## src/rtl/expr_eval_pkg.sv

```systemverilog
// Shared definitions for the ASCII expression stream blocks: evaluator state
// encodings and the character constants used by the classifier.
package expr_eval_pkg;

    typedef logic [1:0] state_t;

    localparam state_t ST_IDLE = 2'd0;
    localparam state_t ST_NUM  = 2'd1;
    localparam state_t ST_OP   = 2'd2;
    localparam state_t ST_ERR  = 2'd3;

    localparam logic [7:0] ASCII_0   = 8'h30;
    localparam logic [7:0] ASCII_9   = 8'h39;
    localparam logic [7:0] ASCII_ADD = 8'h2B;
    localparam logic [7:0] ASCII_MUL = 8'h2A;

endpackage

```

## src/rtl/expr_eval_classify.sv

```systemverilog
// Combinational ASCII character classifier: digit / '+' / '*' / other.
module ascii_classify
    import expr_eval_pkg::*;
(
    input  logic [7:0] in_i,
    output logic       is_dig_o,
    output logic       is_add_o,
    output logic       is_mul_o,
    output logic [3:0] digit_o
);

    // Decode the character class; '0'..'9' are 0x30..0x39 so the low nibble is the value.
    always_comb begin
        is_dig_o = (in_i >= ASCII_0) && (in_i <= ASCII_9);
        is_add_o = (in_i == ASCII_ADD);
        is_mul_o = (in_i == ASCII_MUL);
        digit_o  = is_dig_o ? in_i[3:0] : 4'd0;
    end

endmodule

```

## src/rtl/expr_eval.sv

```systemverilog
// Streaming evaluator for single-digit '+'/'*' expressions with '*' binding
// tighter than '+'. sum_q holds the completed additive terms, prod_q the term
// currently being built; the running result is sum + prod, taken modulo 2^W.
module expr_eval
    import expr_eval_pkg::*;
#(
    parameter int W = 16
) (
    input  logic         clk,
    input  logic         clr,
    input  logic [7:0]   in,
    input  logic         in_valid,
    output logic         out,
    output logic [W-1:0] value,
    output logic         err
);

    logic         is_dig;
    logic         is_add;
    logic         is_mul;
    logic [3:0]   digit;
    logic [W-1:0] d_ext;

    state_t       state_q, state_d;
    logic [W-1:0] sum_q, sum_d;
    logic [W-1:0] prod_q, prod_d;
    logic         mul_pend_q, mul_pend_d;
    logic         out_q, out_d;
    logic [W-1:0] value_q, value_d;
    logic         err_q, err_d;

    // Wrapping arithmetic: results are truncated to W bits, never saturated.
    function automatic logic [W-1:0] add_w(input logic [W-1:0] a, input logic [W-1:0] b);
        return a + b;
    endfunction

    function automatic logic [W-1:0] mul_w(input logic [W-1:0] a, input logic [W-1:0] b);
        return a * b;
    endfunction

    ascii_classify u_classify (
        .in_i     (in),
        .is_dig_o (is_dig),
        .is_add_o (is_add),
        .is_mul_o (is_mul),
        .digit_o  (digit)
    );

    assign d_ext = {{(W-4){1'b0}}, digit};

    // Next state, accumulator update and registered output values.
    always_comb begin
        state_d    = state_q;
        sum_d      = sum_q;
        prod_d     = prod_q;
        mul_pend_d = mul_pend_q;
        out_d      = out_q;
        value_d    = value_q;
        err_d      = err_q;

        if (in_valid) begin
            case (state_q)
                ST_IDLE: begin
                    if (is_dig) begin
                        state_d = ST_NUM;
                        prod_d  = d_ext;
                        sum_d   = '0;
                    end else if (is_add || is_mul) begin
                        state_d = ST_ERR;
                    end
                end
                ST_NUM: begin
                    if (is_dig) begin
                        // Operands are single digits; two in a row is malformed.
                        state_d = ST_ERR;
                    end else if (is_add) begin
                        state_d    = ST_OP;
                        sum_d      = add_w(sum_q, prod_q);
                        mul_pend_d = 1'b0;
                    end else if (is_mul) begin
                        state_d    = ST_OP;
                        mul_pend_d = 1'b1;
                    end else begin
                        state_d = ST_IDLE;
                        sum_d   = '0;
                        prod_d  = '0;
                    end
                end
                ST_OP: begin
                    if (is_dig) begin
                        state_d = ST_NUM;
                        prod_d  = mul_pend_q ? mul_w(prod_q, d_ext) : d_ext;
                    end else if (is_add || is_mul) begin
                        state_d = ST_ERR;
                    end else begin
                        state_d = ST_IDLE;
                        sum_d   = '0;
                        prod_d  = '0;
                    end
                end
                default: begin
                    // Error is sticky; only the reset leaves it.
                    state_d = ST_ERR;
                end
            endcase

            out_d   = (state_d == ST_NUM);
            err_d   = (state_d == ST_ERR);
            value_d = (state_d == ST_NUM) ? add_w(sum_d, prod_d) : '0;
        end
    end

    // State, datapath and output registers with asynchronous clear.
    always_ff @(posedge clk or posedge clr) begin
        if (clr) begin
            state_q    <= ST_IDLE;
            sum_q      <= '0;
            prod_q     <= '0;
            mul_pend_q <= 1'b0;
            out_q      <= 1'b0;
            value_q    <= '0;
            err_q      <= 1'b0;
        end else begin
            state_q    <= state_d;
            sum_q      <= sum_d;
            prod_q     <= prod_d;
            mul_pend_q <= mul_pend_d;
            out_q      <= out_d;
            value_q    <= value_d;
            err_q      <= err_d;
        end
    end

    assign out   = out_q;
    assign value = value_q;
    assign err   = err_q;

endmodule
```

## config.mk

```make
export PLATFORM = sky130hd
export DESIGN_NAME = expr_eval
export DESIGN_NICKNAME = d
export VERILOG_FILES = /design/src/rtl/expr_eval_pkg.sv /design/src/rtl/expr_eval_classify.sv /design/src/rtl/expr_eval.sv
export SDC_FILE = /design/constraint.sdc
export NUM_CORES = 1
export LEC_CHECK = 0
export ABC_AREA = 0
export BUFFER_PORTS_ARGS = -buffer_cell sky130_fd_sc_hd__clkbuf_2
export CORE_MARGIN = 4
export CORE_UTILIZATION = 55
export CTS_BUF_LIST = sky130_fd_sc_hd__clkbuf_8 sky130_fd_sc_hd__clkbuf_16
export CTS_CLUSTER_DIAMETER = 60
export DETAILED_ROUTE_END_ITERATION = 8
export HOLD_SLACK_MARGIN = 0.05
export PLACE_DENSITY = 0.75
export SETUP_SLACK_MARGIN = 0.15
export SYNTH_ARGS = -nofsm -noshare
export SYNTH_HDL_FRONTEND = slang
export SYNTH_SLANG_ARGS = --single-unit
```

## constraint.sdc

```tcl
create_clock -name clk -period 4.4 [get_ports clk]
set_input_delay 0.44 -clock clk [delete_from_list [all_inputs] [get_ports clk]]
set_output_delay 0.44 -clock clk [all_outputs]
set_load 0.05 [all_outputs]
```

# Word level (Yosys, flattened, before mapping)
# Cells that the tools add are included.
# op_classes
add_sub_neg	2
n_mul	1
n_lt_le_gt_ge	2
n_eq_ne	6
n_mux	30
n_bitwise	1
n_reduce_logical	5
# ops
op	n
16-bit 2-to-1 mux	16
16-bit case mux with 3 select lines	2
16-bit adder	2
8-bit by 6-bit == test with 1-bit output (second input constant)	2
16-bit by 4-bit multiplier with 16-bit output	1
2-bit 2-to-1 mux	8
8-bit by 6-bit greater-or-equal comparator with 1-bit output (second input constant)	1
8-bit by 6-bit <= comparator with 1-bit output (second input constant)	1
2-bit case mux with 3 select lines	1
2-bit by 1-bit == test with 1-bit output (second input constant)	2
2-bit == test (second input constant)	2
4-bit 2-to-1 mux	1
4-bit AND reduction	1
2-bit logical NOT	1
1-bit 2-to-1 mux	2
2-bit nonzero test	1
1-bit logical AND	1
1-bit logical OR	1
1-bit NOT	1
# word_totals
reg_bits	53
inputBits	11
word_cells	54

# Longest topological paths before layout
# Gate-level depths: netlist (run 1).
# depth
ltp_word	10
mapped_depth	26

# Cells and area by module
# From an unflattened synthesis (run 1), not the netlist that was laid out.
# hier_totals
cells_unflattened	620
area_unflattened_um2	5444.0
# by_module_without_submodules
module	n_inst	cells_per_inst	area_per_inst_um2	seq_area_each_um2
expr_eval	1	608	5361.4	1326.3
ascii_classify	1	12	82.6	0.0

# Worst setup path before layout (run 1)
# Ideal clock, no wire load.
# synth_path
kind	input-to-reg
start	in in[7]
end	reg value_q[15] (netlist: value[15])
setup_ns	0.140
arrival_ns	5.488
required_time_ns	4.260
slack_ns	-1.229
cell_stages	24
n_path_buf	1
path_cell_list	nand4bb_4 > nor3b_1 > clkbuf_1 > nand2_1 > fa_1 > fa_1 > inv_1 > ha_1 > nor2b_1 > o21ai_1 > a21boi_0 > o21ai_0 > a21boi_0 > o21ai_0 > a21boi_0 > o21a_1 > or3_1 > a32o_1 > ha_1 > a21o_1 > a31oi_1 > o21ai_0 > xnor2_1 > o22ai_1
# synth_via
elab_chain_cells	10
# synth_lines
item	line_no	rtl
start, declared	expr_eval.sv:11	input logic [7:0] in,
8-bit by 6-bit greater-or-equal comparator with 1-bit output or 8-bit by 6-bit <= comparator with 1-bit output (tied branches)	expr_eval_classify.sv:14	is_dig_o = (in_i >= ASCII_0) && (in_i <= ASCII_9);
1-bit logical AND	expr_eval_classify.sv:14	
4-bit 2-to-1 mux	expr_eval_classify.sv:17	digit_o = is_dig_o ? in_i[3:0] : 4'd0;
16-bit by 4-bit multiplier with 16-bit output	expr_eval.sv:38	return a * b;
16-bit 2-to-1 mux	expr_eval.sv:92	prod_d = mul_pend_q ? mul_w(prod_q, d_ext) : d_ext;
16-bit 2-to-1 mux	expr_eval.sv:90	if (is_dig) begin
16-bit case mux with 3 select lines	expr_eval.sv:62	case (state_q)
16-bit 2-to-1 mux	expr_eval.sv:61	if (in_valid) begin
16-bit adder	expr_eval.sv:34	return a + b;
16-bit 2-to-1 mux (*)	expr_eval.sv:109	value_d = (state_d == ST_NUM) ? add_w(sum_d, prod_d) : '0;
end signal, assigned	expr_eval.sv:129	value_q <= value_d;
end, declared	expr_eval.sv:29	logic [W-1:0] value_q, value_d;
# Mark *: on every way between the ends. The rest lies on a longest branch, timed or not. The select of a mux whose other input is x is not followed.
# A chain may end at the register's enable or synchronous reset.

# Worst setup path after layout (run 1)
# layout_path
start	in in[6]
end	reg value_q[12] (netlist: value[12])
# The elaborated chain is that of the path after synthesis.

==> results of run 1 <==
## worst reg2reg max path, cell delays in order, from the launching register on
cell	delay (ns)
dfrtp_1	0.44
nand2_1	0.13
fa_1	0.52
fa_1	0.52
inv_2	0.05
ha_4	0.21
nor2b_4	0.13
buf_4	0.13
nor3_4	0.16
nand3_1	0.10
a31oi_1	0.15
nor2_1	0.07
nor3_2	0.26
ha_1	0.28
a21boi_2	0.17
o21a_1	0.21
o21a_1	0.22
o22ai_4	0.15
o2111ai_1	0.16
a21oi_2	0.16
xor2_1	0.20
o22ai_1	0.13
## metrics by stage
stage               util (%)  cell area (µm²)  setup TNS (ns)  cells  setup WS [ns]
detailed placement      67.4             6560           -9.65    867          -1.18
global placement        67.4             6560           -7.89    867         -0.982
floorplan                  -             5640           -4.32    634         -0.726
CTS                     72.1             7010           -3.71    890         -0.610
finish                  74.7             7270           -4.91    904         -0.731
global route            74.7             7270           -7.36    904         -0.944
## layout make-up
type / instances / area share [%]
Tap cell: 133 / 2.29
Clock inverter: 1 / 0.0688
Timing Repair Buffer: 151 / 15.3
Sequential cell: 53 / 18.2
Inverter: 73 / 3.77
Multi-Input combinational cell: 486 / 59.0
Clock buffer: 7 / 1.32
## routing by layer
| layer | up-vias | track usage [%] | share of wire (%) |
|---|---|---|---|
| met5 | - | 0 | 0 |
| met4 | 0 | 10.7 | 3.2 |
| met3 | 46 | 2.88 | 4.3 |
| met2 | 158 | 48.0 | 50 |
| met1 | 2570 | 34.7 | 42 |
| li1 | 2496 | - | - |
## flip-flops by register name, summed over array words and instances (netlist names)
signal	cells
out	1
state_q	2
prod_q	16
err	1
mul_pend_q	1
value	16
sum_q	16
## cell usage in the layout (no fill, tap or decap), types with 25 or more instances in the layout
| cell type | count |
|---|---|
| inv_1 | 66 |
| a21oi_1 | 30 |
| nand2_1 | 54 |
| ha_1 | 36 |
| buf_4 | 111 |
| fa_1 | 25 |
| dfrtp_1 | 53 |
| and2_1 | 28 |
| nor2_1 | 35 |
| clkbuf_2 | 27 |
## what timing repair did
action | in CTS | in global routing
pin swaps | 48 | 31
endpoints found under the setup margin | 13 | 15
gates resized for setup | 52 | 31
setup buffers | 15 | 14
## power groups by stage
stage          clock (W)  sequential (W)  combinational [W]
2_1_floorplan          0        0.000608           0.000402
6_report        0.000310        0.000605           0.000672
4_1_cts         0.000319        0.000600           0.000653
3_5_place_dp           0        0.000606           0.000642
5_1_grt         0.000334        0.000611           0.000727
3_3_place_gp           0        0.000604           0.000622
## logic make-up (layout without fill, tap and decap cells)
family	after synthesis	in the layout	synth area share, %
compound gates	176	176	21.8
simple gates	176	176	15.9
buf+inv	95	232	6.58
fa+ha+maj	73	73	20.5
flops	53	53	24.3
xor+xnor	37	37	5.94
mux	24	24	5.00
## worst max-delay path by stage
stage	start	to
finish	in[6]	value[12]
global route	in[6]	value[12]
CTS	in[7]	value[12]
detailed placement	in[6]	value[15]
global placement	in[6]	value[14]
floorplan	in[6]	value[15]
==> flow_metrics.py, run 1 <==
metrics = {
    "final_layout": {
        "nets": 854,
        "ff_latch_area_um2": 1330,
        "area_delta_synth_final_pct": 33.3,
        "diodes": 0,
        "multiInputGateArea_um2": 4290,
        "drive_gt1_share_pct": 35.3,
        "n_fill_cell": 677,
    },
    "critical_path": {
        "worst-setup-path-type": "primary input to register",
        "critPathMaxStageDelay_ns": 0.55,
        "cp.depth": 23,
        "reg2reg_depth": 21,
        "r2r-end": "value[12]",
        "path_cells": "buf_6, nand4bb_4, buf_6, nor3b_4, nand2_1, fa_2, fa_1, fa_2, nor2b_4, nor3_4, nand3_1, a31oi_1, nor2_1, nor3_2, ha_1, a21boi_2, o21a_1, o21a_1, o22ai_4, o2111ai_1, a21oi_2, xor2_1, o22ai_1",
        "worstPathArrival_ns": 5.26,
        "rr_startpoint": "prod_q[1]",
        "critPathBufInv": 2,
        "critPathCaptureType": "register",
        "ff2ff_setup_slack_ns": -0.34,
        "crit_path_max_fanout": 4,
        "critPathTopFamily": "adder cells",
        "start_kind": "primary input",
        "slowest_stage": "fa_2",
        "critPathRequiredTime_ns": 4.53,
    },
    "sta": {
        "clock_skew_ns": 0.0145,
        "min_period_ns": 5.13,
        "relSlewSlack_pct": 43.6,
        "finalCritPeriodShare_pct": 117,
        "tightestPinTransition_ns": 0.844,
        "fmax_mhz": 195,
        "finalSetupViolations": 11,
        "worst_slack_ns": -0.731,
        "holdWs_ns": 0.275,
        "hold_viol_final": 0,
        "rsz0062_at_grt": "true",
        "slew_violations": 0,
    },
    "power": {
        "switchingPower_w": 0.000610,
        "ir_worst_vdd_v": 0.000256,
        "seqPwrFrac_pct": 38.1,
        "cellLeakagePower_nw": 3.51,
        "comb_power_share_pct": 42.3,
        "p_int_w": 0.000977,
        "power.density_nw_per_um2": 218,
        "netSwitchingFraction_pct": 38.4,
        "p_total_w": 0.00159,
        "clkPwrFrac_pct": 19.5,
    },
    "synth": {
        "synth-edff-count": 0,
        "synthTopCellsByArea": "dfrtp_1, ha_1, fa_1",
        "synth_area_leader_cell": "dfrtp_1",
        "synth_area_um2": 5450,
        "synth_cell_types": 56,
        "async_flop_share_pct": 100,
        "syn_avg_cell_area_um2": 8.60,
        "synth_seq_cells": 53,
        "yosysWarnings": 0,
        "postSynthCellCount": 634,
        "synth_seq_area_share_pct": 24.3,
        "synth_top_area_share_pct": 24.3,
        "synth_most_common_cell": "inv_1",
        "synth_common_cells": "inv_1, nand2_1, dfrtp_1",
        "synth_flop_cell": "dfrtp_1",
        "synth_fp_nets": 718,
    },
    "cts": {
        "cts_max_path_buffers": 2,
        "cts_inserted_buffers": 5,
        "ctsHoldBuffers": 0,
        "cts.sinks": 53,
        "htreeDepth": 2,
        "cts_tree": "built",
        "cts_root_buf": "clkbuf_8",
        "clk_pin_slew_ns": 0.10,
        "clk_latency_ns": 0.32,
    },
    "grt": {
        "grt_pass1_wl_mm": 25.2,
        "track_usage_pct": 27.4,
        "grt_pass1_vias": 5291,
        "grt_max_degree": 54,
        "antenna_found_initial": 0,
        "grt.overflow.total": 0,
    },
    "floorplanning": {
        "fp-row-count": 36,
        "core_um2": 9730,
        "ios": 29,
        "start_util_pct": 56.1,
        "die_h_um": 108,
        "die_area_um2": 11600,
        "die_x_um": 108,
    },
    "status": {
        "failed_checks": "setup timing",
        "run_status": "complete, but fails checks",
    },
    "route": {
        "num_vias": 5270,
        "drtPass1Iterations": 5,
        "via_per_inst": 5.83,
        "drt-initial-drc-count": 320,
        "wl_per_cell_um": 17.4,
        "drc_errors": 0,
        "drtAntennaViolNets": 0,
        "drt_wl_total_mm": 15.8,
    },
    "min_path": {
        "hp-class": "primary input to asynchronous set/reset pin",
    },
    "run": {
        "cap_violations": 0,
    },
    "placed_design": {
        "io_buffers": 28,
        "place_hpwl_mm": 11.4,
        "gp_congestion": 0.901,
    },
}
Note: power is estimated with default switching activity, not from simulation.
==> run 2: changes to the inputs <==
--- a/config.mk
+++ b/config.mk
@@ -15,6 +15,7 @@
 export HOLD_SLACK_MARGIN = 0.05
 export PLACE_DENSITY = 0.75
 export SETUP_SLACK_MARGIN = 0.15
+export SKIP_CTS_REPAIR_TIMING = 1
 export SYNTH_ARGS = -nofsm -noshare
 export SYNTH_HDL_FRONTEND = slang
 export SYNTH_SLANG_ARGS = --single-unit
==> flow_metrics.py, run 2 (synthesized netlist as in run 1, its figures left out) <==
metrics = {
    "sta": {
        "clock_skew_ns": 0.0110,
        "holdWs_ns": 0.277,
        "tightestPinTransition_ns": 0.814,
        "slew_violations": 0,
        "min_period_ns": 5.20,
        "rsz0062_at_grt": "true",
        "finalSetupViolations": 10,
        "relSlewSlack_pct": 45.6,
        "finalCritPeriodShare_pct": 118,
        "hold_viol_final": 0,
        "fmax_mhz": 192,
        "setup_tns_ns": -5.36,
        "worst_slack_ns": -0.799,
    },
    "min_path": {
        "hp-class": "primary input to asynchronous set/reset pin",
    },
    "placed_design": {
        "gp_congestion": 0.901,
        "place_hpwl_mm": 11.4,
        "dp.cells": 867,
        "io_buffers": 28,
        "dp_slack_ns": -1.18,
    },
    "final_layout": {
        "final_common_cell": "buf_4",
        "layout_common_cells": "buf_4, inv_1, nand2_1, dfrtp_1",
        "nets": 838,
        "area_delta_synth_final_pct": 29.4,
        "diodes": 0,
        "drive_gt1_share_pct": 32.3,
        "stdcell_count": 888,
    },
    "critical_path": {
        "critPathTopFamily": "adder cells",
        "start_kind": "primary input",
        "crit_path_max_fanout": 4,
        "critPathMaxStageDelay_ns": 0.58,
        "critPathCaptureType": "register",
        "critPathBufInv": 2,
        "worstPathArrival_ns": 5.34,
        "critPathRequiredTime_ns": 4.54,
        "path_cells": "buf_6, nand4bb_4, nor4b_4, buf_4, nand2_4, fa_2, fa_1, fa_2, nor2b_2, nor3_4, nand3_1, a31oi_1, nor2_1, nor3_2, ha_1, a21boi_1, o21a_1, o21a_1, o22ai_4, o2111ai_2, a21oi_2, xor2_1, o22ai_1",
        "slowest_stage": "fa_2",
        "worst-setup-path-type": "primary input to register",
    },
    "floorplanning": {
        "core_um2": 9730,
        "die_h_um": 108,
        "die_area_um2": 11600,
        "start_util_pct": 56.1,
        "fp-row-count": 36,
        "die_x_um": 108,
        "ios": 29,
    },
    "power": {
        "cellLeakagePower_nw": 3.42,
        "p_int_w": 0.000973,
        "switchingPower_w": 0.000608,
        "seqPwrFrac_pct": 38.3,
        "power.density_nw_per_um2": 224,
        "p_total_w": 0.00158,
        "ir_worst_vdd_v": 0.000253,
        "comb_power_share_pct": 42.0,
        "clkPwrFrac_pct": 19.7,
        "netSwitchingFraction_pct": 38.5,
    },
    "grt": {
        "antenna_found_initial": 0,
        "grt_pass1_wl_mm": 24.0,
        "grt.overflow.total": 0,
        "track_usage_pct": 25.8,
        "grt_pass1_vias": 5130,
        "grt_max_degree": 54,
    },
    "cts": {
        "cts_max_path_buffers": 2,
        "cts_inserted_buffers": 5,
        "cts_tree": "built",
        "clk_pin_slew_ns": 0.10,
        "cts.sinks": 53,
        "clk_latency_ns": 0.32,
        "cts_root_buf": "clkbuf_8",
        "htreeDepth": 2,
    },
    "route": {
        "drt_wl_total_mm": 15.1,
        "via_per_inst": 5.77,
        "wl_per_cell_um": 17.0,
        "drtPass1Iterations": 4,
        "num_vias": 5121,
        "drc_errors": 0,
        "drt-initial-drc-count": 309,
        "drtAntennaViolNets": 0,
    },
    "run": {
        "cap_violations": 0,
    },
    "status": {
        "run_status": "complete, but fails checks",
        "failed_checks": "setup timing",
    },
}
-- run 2: worst paths after layout --
| path | to | from | slack (ns) | depth (start not counted) |
|---|---|---|---|---|
| max | value[12] | in[7] | -0.80 | 23 |
| min | value[13] | clr | 0.28 | 3 |
| max reg2reg | value[15] | prod_q[1] | -0.36 | 21 |
| min reg2reg | err | err | 0.53 | 1 |
| max in group asynchronous | sum_q[1] | clr | 3.66 | 3 |
| min in group clk | mul_pend_q | in[0] | 0.46 | 3 |
-- run 2: tightest hold or removal path, cell delays in order --
cell and delay, ns:
clkbuf_2 0.08, inv_2 0.03, buf_4 0.55
-- run 2: area by class of cell --
| cell class | count | area (µm²) |
|---|---|---|
| Tap cell | 133 | 166 |
| Clock inverter | 1 | 5.00 |
| Clock buffer | 7 | 96.3 |
| Multi-Input combinational cell | 486 | 4220 |
| Inverter | 73 | 274 |
| Timing Repair Buffer | 135 | 972 |
| Sequential cell | 53 | 1330 |
| Fill cell | 699 | 2670 |
-- run 2: routing by layer --
layer / track usage [%] / share of wire (%) / vias up
met2: 45.1 / 50 / 151
li1: - / - / 2452
met4: 9.20 / 2.6 / 0
met1: 32.9 / 43 / 2483
met5: 0 / 0 / -
met3: 3.06 / 5.0 / 35
-- run 2: metrics by stage --
stage | instance area (µm²) | util [%]
floorplan | 5640 | -
global placement | 6560 | 67.4
detailed placement | 6560 | 67.4
CTS | 6660 | 68.4
global route | 7060 | 72.5
finish | 7060 | 72.5
-- run 2: power groups by stage --
stage          Clock [W]  Sequential (W)  Combinational [W]
5_1_grt         0.000334        0.000612           0.000722
6_report        0.000311        0.000606           0.000664
3_3_place_gp           0        0.000604           0.000622
2_1_floorplan          0        0.000608           0.000402
4_1_cts         0.000319        0.000597           0.000648
3_5_place_dp           0        0.000606           0.000642
==> run 3: changes to the inputs <==
--- a/config.mk
+++ b/config.mk
@@ -13,7 +13,7 @@
 export CTS_CLUSTER_DIAMETER = 60
 export DETAILED_ROUTE_END_ITERATION = 8
 export HOLD_SLACK_MARGIN = 0.05
-export PLACE_DENSITY = 0.75
+export PLACE_DENSITY = 0.72
 export SETUP_SLACK_MARGIN = 0.15
 export SKIP_CTS_REPAIR_TIMING = 1
 export SYNTH_ARGS = -nofsm -noshare
==> constraint.sdc (replaced) <==
create_clock -name clk -period 6.2 [get_ports clk]
set_input_delay 0.62 -clock clk [delete_from_list [all_inputs] [get_ports clk]]
set_output_delay 0.62 -clock clk [all_outputs]
set_load 0.05 [all_outputs]
==> flow_metrics.py, run 3 (synthesized netlist as in run 1, its figures left out) <==
metrics = {
    "sta": {
        "finalCritPeriodShare_pct": 93.0,
        "holdWs_ns": 0.477,
        "slew_violations": 0,
        "finalSetupViolations": 0,
        "relSlewSlack_pct": 46.8,
        "tightestPinTransition_ns": 0.796,
        "fmax_mhz": 173,
        "clock_skew_ns": 0.00311,
        "min_period_ns": 5.77,
        "hold_viol_final": 0,
        "rsz0062_at_grt": "true",
    },
    "route": {
        "drtPass1Iterations": 5,
        "via_per_inst": 5.92,
        "drt-initial-drc-count": 291,
        "wl_per_cell_um": 16.8,
        "drc_errors": 0,
        "num_vias": 4684,
        "drt_wl_total_mm": 13.3,
        "drtAntennaViolNets": 0,
    },
    "floorplanning": {
        "die_area_um2": 11600,
        "die_x_um": 108,
        "die_h_um": 108,
        "ios": 29,
        "core_um2": 9730,
        "start_util_pct": 56.1,
        "fp-row-count": 36,
    },
    "final_layout": {
        "final_common_cell": "inv_1",
        "stdcell_count": 791,
        "drive_gt1_share_pct": 12.5,
        "nets": 741,
        "n_fill_cell": 883,
        "area_delta_synth_final_pct": 7.80,
        "diodes": 0,
        "layout_common_cells": "inv_1, nand2_1, dfrtp_1, ha_1, a21oi_1",
    },
    "min_path": {
        "hp-class": "primary input to asynchronous set/reset pin",
    },
    "cts": {
        "cts_max_path_buffers": 2,
        "cts.sinks": 53,
        "clk_pin_slew_ns": 0.09,
        "cts_tree": "built",
        "cts_inserted_buffers": 5,
        "clk_latency_ns": 0.30,
        "htreeDepth": 2,
        "cts_root_buf": "clkbuf_8",
    },
    "grt": {
        "grt.overflow.total": 0,
        "track_usage_pct": 24.1,
        "grt_max_degree": 65,
        "grt_pass1_wl_mm": 22.6,
        "grt_pass1_vias": 4702,
        "antenna_found_initial": 0,
    },
    "critical_path": {
        "worstPathArrival_ns": 5.91,
        "crit_path_max_fanout": 15,
        "start_kind": "primary input",
        "worst-setup-path-type": "primary input to register",
        "critPathRequiredTime_ns": 6.34,
        "critPathCaptureType": "register",
    },
    "power": {
        "ir_worst_vdd_v": 0.000165,
        "power.density_nw_per_um2": 177,
        "cellLeakagePower_nw": 2.84,
    },
    "placed_design": {
        "dp.cells": 783,
        "gp_congestion": 0.877,
        "place_hpwl_mm": 10.3,
        "io_buffers": 28,
    },
    "status": {
        "run_status": "finished, final reports clean",
    },
    "run": {
        "cap_violations": 0,
    },
}
[run 3: stage by stage]
stage	TNS [ns]	setup slack, ns	area, µm²	util (%)	power [W]
global placement	0	0.110	5750	59.1	0.000792
global route	0	0.0478	5880	60.4	0.00111
CTS	0	0.231	5870	60.3	0.00105
finish	0	0.433	5880	60.4	0.00104
detailed placement	-0.0710	-0.0710	5750	59.1	0.000803
floorplan	0	0.391	5450	-	0.000703
[run 3: final timing paths]
kind / startpoint / to / slack [ns] / cells past startpoint
worst min register to register: err / err / 0.52 / 1
worst max register to register: prod_q[2] / value[15] / 0.99 / 20
worst max-delay path: in[7] / value[15] / 0.43 / 24
max in group asynchronous: clr / prod_q[6] / 5.26 / 3
worst min-delay path: clr / out / 0.48 / 3
min in group clk: err / err / 0.52 / 1
[run 3: report_power, final]
part           internal (W)  leakage, nW  switching [W]  total [W]
combinational      0.000146         2.05       0.000221   0.000367
clock              0.000130       0.0626       0.000113   0.000243
sequential         0.000378        0.724      0.0000556   0.000433
[run 3: per-layer routing]
layer / global-route usage (%) / vias to the layer above / part of all wire [%] / wire (µm)
met5: 0 / - / 0 / 0
met3: 2.16 / 22 / 4.7 / 621
li1: - / 2258 / - / -
met1: 33.1 / 2275 / 46 / 6100
met2: 40.7 / 129 / 47 / 6310
met4: 7.12 / 0 / 2.1 / 278
[run 3: cell type report]
cell class                 count  area, µm²  share of cell area (%)
clock inverter                 2       33.8                   0.575
tap                          133        166                    2.83
timing repair buffer          38        215                    3.66
inverter                      73        274                    4.66
multi-input combinational    486       3780                    64.3
clock buffer                   6       82.6                    1.40
sequential                    53       1330                    22.6
[run 3: critical path: stages]
cell and delay (ns):
clkbuf_2 0.09, nand4bb_4 0.25, nor3b_1 0.22, buf_4 0.22, nand2_1 0.11, fa_1 0.57
fa_1 0.44, fa_1 0.41, nor2b_1 0.17, o21ai_1 0.10, a21boi_0 0.27, o21ai_1 0.13
a21boi_1 0.25, o21ai_1 0.11, a21boi_1 0.23, o21a_1 0.15, o21ai_0 0.10, a32o_1 0.29
ha_1 0.36, a21o_1 0.21, a31oi_1 0.21, o21ai_0 0.15, xnor2_1 0.15, o22ai_1 0.09
